### config.mk
export PLATFORM = sky130hd
export DESIGN_NAME = spi_master
export DESIGN_NICKNAME = d
export VERILOG_FILES = /design/src/rtl/spi_master.sv
export SDC_FILE = /design/constraint.sdc
export NUM_CORES = 1
export LEC_CHECK = 0
export BUFFER_PORTS_ARGS = -buffer_cell sky130_fd_sc_hd__buf_2
export CORE_UTILIZATION = 40
export DETAILED_ROUTE_END_ITERATION = 10
export SYNTH_ARGS = -nofsm -noshare
export SYNTH_HDL_FRONTEND = slang
export SYNTH_SLANG_ARGS = --single-unit
export TNS_END_PERCENT = 30
### constraint.sdc
create_clock -name clk -period 2.2 [get_ports clk]
set_clock_uncertainty 0.15 [all_clocks]
set_input_delay 0.11 -clock clk [delete_from_list [all_inputs] [get_ports clk]]
set_output_delay 0.11 -clock clk [all_outputs]
set_load 0.02 [all_outputs]
### src/rtl/spi_master.sv
// Read-only SPI master for an 8-bit ADC-style slave. Each frame is 16 sclk
// cycles (CPOL=1, sample on rise); the data byte sits in rises 4..11.
module spi_master #(
  parameter int HALF_DIV = 4
) (
  input  logic       clk,
  input  logic       n_rst,
  input  logic       sdata,
  input  logic       start,
  output logic       sclk,
  output logic       cs_n,
  output logic [7:0] dout
);

  localparam int DIV_W = (HALF_DIV > 1) ? $clog2(HALF_DIV) : 1;
  localparam logic [DIV_W-1:0] DIV_LAST   = DIV_W'(HALF_DIV - 1);
  // QUIET runs 2*HALF_DIV-1 cycles so the following IDLE cycle completes
  // 2*HALF_DIV cycles of cs_n high before the next frame can begin.
  localparam logic [DIV_W-1:0] QUIET_LAST = DIV_W'((HALF_DIV >= 2) ? HALF_DIV - 2 : 0);
  localparam logic [5:0]       TOG_LAST   = 6'd32;

  typedef enum logic [2:0] {
    IDLE,
    CS_SETUP,
    SHIFT,
    HOLD,
    QUIET
  } state_t;

  state_t           state;
  logic [DIV_W-1:0] div;
  logic [5:0]       tog;
  logic [15:0]      shreg;
  logic             q_ph;
  logic             div_end;
  logic             quiet_end;

  assign div_end   = (div == DIV_LAST);
  assign quiet_end = (HALF_DIV == 1) ? 1'b1 : (q_ph && (div == QUIET_LAST));

  always_ff @(posedge clk or negedge n_rst) begin
    if (!n_rst) begin
      state <= IDLE;
      div   <= '0;
      tog   <= '0;
      shreg <= '0;
      q_ph  <= 1'b0;
      sclk  <= 1'b1;
      cs_n  <= 1'b1;
      dout  <= 8'h00;
    end else begin
      case (state)
        IDLE: begin
          cs_n <= 1'b1;
          sclk <= 1'b1;
          div  <= '0;
          tog  <= '0;
          q_ph <= 1'b0;
          if (start) begin
            cs_n  <= 1'b0;
            state <= CS_SETUP;
          end
        end
        CS_SETUP: begin
          if (div_end) begin
            div   <= '0;
            sclk  <= 1'b0;
            tog   <= 6'd1;
            state <= SHIFT;
          end else begin
            div <= div + 1'b1;
          end
        end
        SHIFT: begin
          if (div_end) begin
            div  <= '0;
            sclk <= ~sclk;
            tog  <= tog + 1'b1;
            // sclk currently low means this edge is a rise: take the sample
            if (!sclk) shreg <= {shreg[14:0], sdata};
            if (tog == TOG_LAST - 6'd1) state <= HOLD;
          end else begin
            div <= div + 1'b1;
          end
        end
        HOLD: begin
          if (div_end) begin
            div   <= '0;
            q_ph  <= 1'b0;
            cs_n  <= 1'b1;
            dout  <= shreg[12:5];
            state <= QUIET;
          end else begin
            div <= div + 1'b1;
          end
        end
        QUIET: begin
          if (quiet_end) begin
            state <= IDLE;
          end else if (div_end) begin
            div  <= '0;
            q_ph <= 1'b1;
          end else begin
            div <= div + 1'b1;
          end
        end
        default: state <= IDLE;
      endcase
    end
  end

endmodule

==> flow_metrics.tcl <==
set metrics [dict create \
    cts_tree "yes" \
    wl_per_cell_um 14.05 \
    cap_violations 0 \
    r2r_cells 5 \
    n_antenna_cell 0 \
    grt_pass1_wl_um 4905 \
    synth_seq_area_share 0.5489 \
    grt_max_degree 36 \
    syn_nets 140 \
    worst_setup_path_start_kind "flop" \
    core_um2 3744 \
    multi_input_area_um2 655.6 \
    routed_wl_um 2866 \
    layout-drive-gt1-share 0.2372 \
    timing.rr.start "div[1]$_DFFE_PN0P_" \
    worst_pin_slew_ps 758.5 \
    status "complete, no violations" \
    pin_count 14 \
    drcViolationCount 0 \
    synth_seq_cells 35 \
    finalHoldWorstSlack_ps 277.7 \
    final_antenna_net_count 0 \
    finalCriticalPeriod_ps 1919 \
    fin_area_um2 1853 \
    crit_chain "ha_1, buf_4, nand4_1, or4_1, a221oi_2" \
    gp_congestion 0.8676 \
    die_area_um2 4258 \
    ctsHoldBuffers 3 \
    slew_viol_final 0 \
    tns_ps 0 \
    worst_ep_arrival_time_ps 1970 \
    clock_latency_ps 280 \
    cp-endpoint "state[0]$_DFFE_PN0P_" \
    n_fill_cell 355 \
    max-clock-path-buffers 2 \
    crit_type "flop to flop" \
    setup.worst_path.start "div[1]$_DFFE_PN0P_" \
    min_period_over_period 0.8724 \
    finalNonFillerCells 204 \
    die_w_um 65.25 \
    cts_sinks 35 \
    mostFrequentLayoutCell "dfrtp_1" \
    required_ps 2250 \
    die_y_um 65.25 \
    setup_viol 0 \
    p_leak_nw 0.9088 \
    finalHoldViolations 0 \
    seqCellArea_um2 878.3 \
    cp_slowest_cell "or4_1" \
    drt_iter0_markers 50 \
    postCtsSetupBuffers 0 \
    clk_pin_slew_ps 70 \
    syn_inst 133 \
    rsz0062_at_grt "false" \
    placed_area_um2 1734 \
    end_kind "flop" \
    avgViaCountPerCell 5.377 \
    initial_core_util 0.4275 \
    htreeDepth 2 \
    port_buffers 13 \
    placed_cells 193 \
    drt_first_pass_iters 4 \
    power_density_nw_per_um2 606.7 \
    pre_cts_slack_ps 273.6 \
    netlist_area_um2 1600 \
    layout_common_cells "33 x dfrtp_1, 18 x mux2_1, 13 x buf_2, 9 x nand2_1, 7 x inv_1" \
    antenna_found_initial 0 \
    fmax_ghz 0.5210 \
    avgSynthCellArea_um2 12.03 \
    dp_hpwl_um 1967 \
    cp_max_fo 11 \
    first_global_vias 1056 \
    synth_edf_count 0 \
    r2r_end "state[0]$_DFFE_PN0P_" \
    peakVddDrop_uv 446.9 \
    track_usage 0.1564 \
    yosysUniqueCellTypes 42 \
    rows 22 \
    area_delta_synth_final_pct 15.79 \
    worst_slack_ps 280.7 \
    cts.repair.resized 0 \
    maxSlewHeadroom 0.4943 \
    synth_ff_type "dfrtp_1" \
    yosysWarnings 0 \
    ff2ff_setup_slack_ps 280 \
    cp_slowest_stage_delay_ps 440 \
    async_reset_ff_frac 1.000 \
    fin_nets 162 \
    overflow 0 \
    root_buffer "clkbuf_8" \
    min_path_type "input port to asynchronous set/reset pin" \
    cts_made_buffers 5 \
    via_count 1097 \
]
[logic make-up (layout without fill, tap and decap cells)]
group | Yosys count | count (layout) | share of synthesized area
DFF | 35 | 35 | 0.5489
and+or+nand+nor | 30 | 30 | 0.09931
AOI/OAI and AO/OA | 26 | 26 | 0.1212
muxes | 23 | 23 | 0.1603
buffers and inverters | 15 | 38 | 0.04144
adders and majority gates | 3 | 3 | 0.02346
xor gates and xnor gates | 1 | 1 | 0.005474
[worst max-delay path: cells and delay by family (launching register included)]
kind | cells | cell delay (ps)
AOI/OAI and AO/OA | 1 | 220
DFF | 1 | 410
and+or+nand+nor | 2 | 570
adders and majority gates | 1 | 270
buffers and inverters | 1 | 210
[metrics by stage]
step / total power [mW] / util
after floorplan: 0.6674 / -
after global placement: 0.6834 / 0.4632
after detailed placement: 0.6843 / 0.4632
after CTS: 1.152 / 0.4950
after global routing: 1.175 / 0.4950
final: 1.124 / 0.4950
[layer usage]
layer,vias up,global-route usage,share of wire
met5,-,0,0
met4,0,0.08424,0.019
met3,4,0.05556,0.048
met2,25,0.2332,0.49
met1,548,0.1969,0.44
li1,520,-,-
[flip-flops by register name (all words and copies together), names as in the netlist]
signal,cells
state,3
q_ph,1
tog,6
div,2
cs_n,1
shreg,13
dout,8
sclk,1
[how the worst min path moves through the flow]
stage / start / end / slack, ps / cells after the start
6_report: n_rst / shreg[5]$_DFFE_PN0P_ / 280 / 2
5_1_grt: n_rst / shreg[5]$_DFFE_PN0P_ / 340 / 2
4_1_cts: n_rst / shreg[5]$_DFFE_PN0P_ / 290 / 2
3_5_place_dp: n_rst / shreg[5]$_DFFE_PN0P_ / 80 / 1
3_3_place_gp: n_rst / shreg[5]$_DFFE_PN0P_ / 70 / 1
2_1_floorplan: n_rst / div[0]$_DFFE_PN0P_ / -340 / 0
[power breakdown]
part           total, mW  switching [mW]  internal (mW)  leakage [nW]
combinational     0.0231          0.0143        0.00874         0.420
sequential         0.652         0.00257          0.649         0.449
clock              0.450           0.230          0.220        0.0402
total               1.12           0.247          0.878         0.909
[Yosys cell counts (2+ instances only)]
library cell	n	area [µm²]
a211o_1	2	17.52
a21oi_1	6	30.03
buf_2	2	10.01
clkbuf_1	4	15.01
dfrtp_1	33	825.8
dfstp_2	2	52.55
ha_1	3	37.54
inv_1	7	26.28
mux2_1	18	202.7
mux2_2	3	33.78
mux2i_1	2	20.02
nand2_1	9	33.78
nand2b_1	2	12.51
nand3_1	2	10.01
nand4_1	3	18.77
nor2_1	5	18.77
nor3_1	2	10.01
o21ai_0	2	10.01
o22ai_1	3	18.77
[final cells by class]
type                            instances  area share
Inverter                                8     0.01621
Sequential cell                        35      0.4740
Clock buffer                            5     0.03714
Tap cell                               48     0.03241
Timing Repair Buffer                   22     0.07562
Clock inverter                          3     0.01080
Multi-Input combinational cell         83      0.3538
Note: power is estimated with default switching activity, not from simulation.
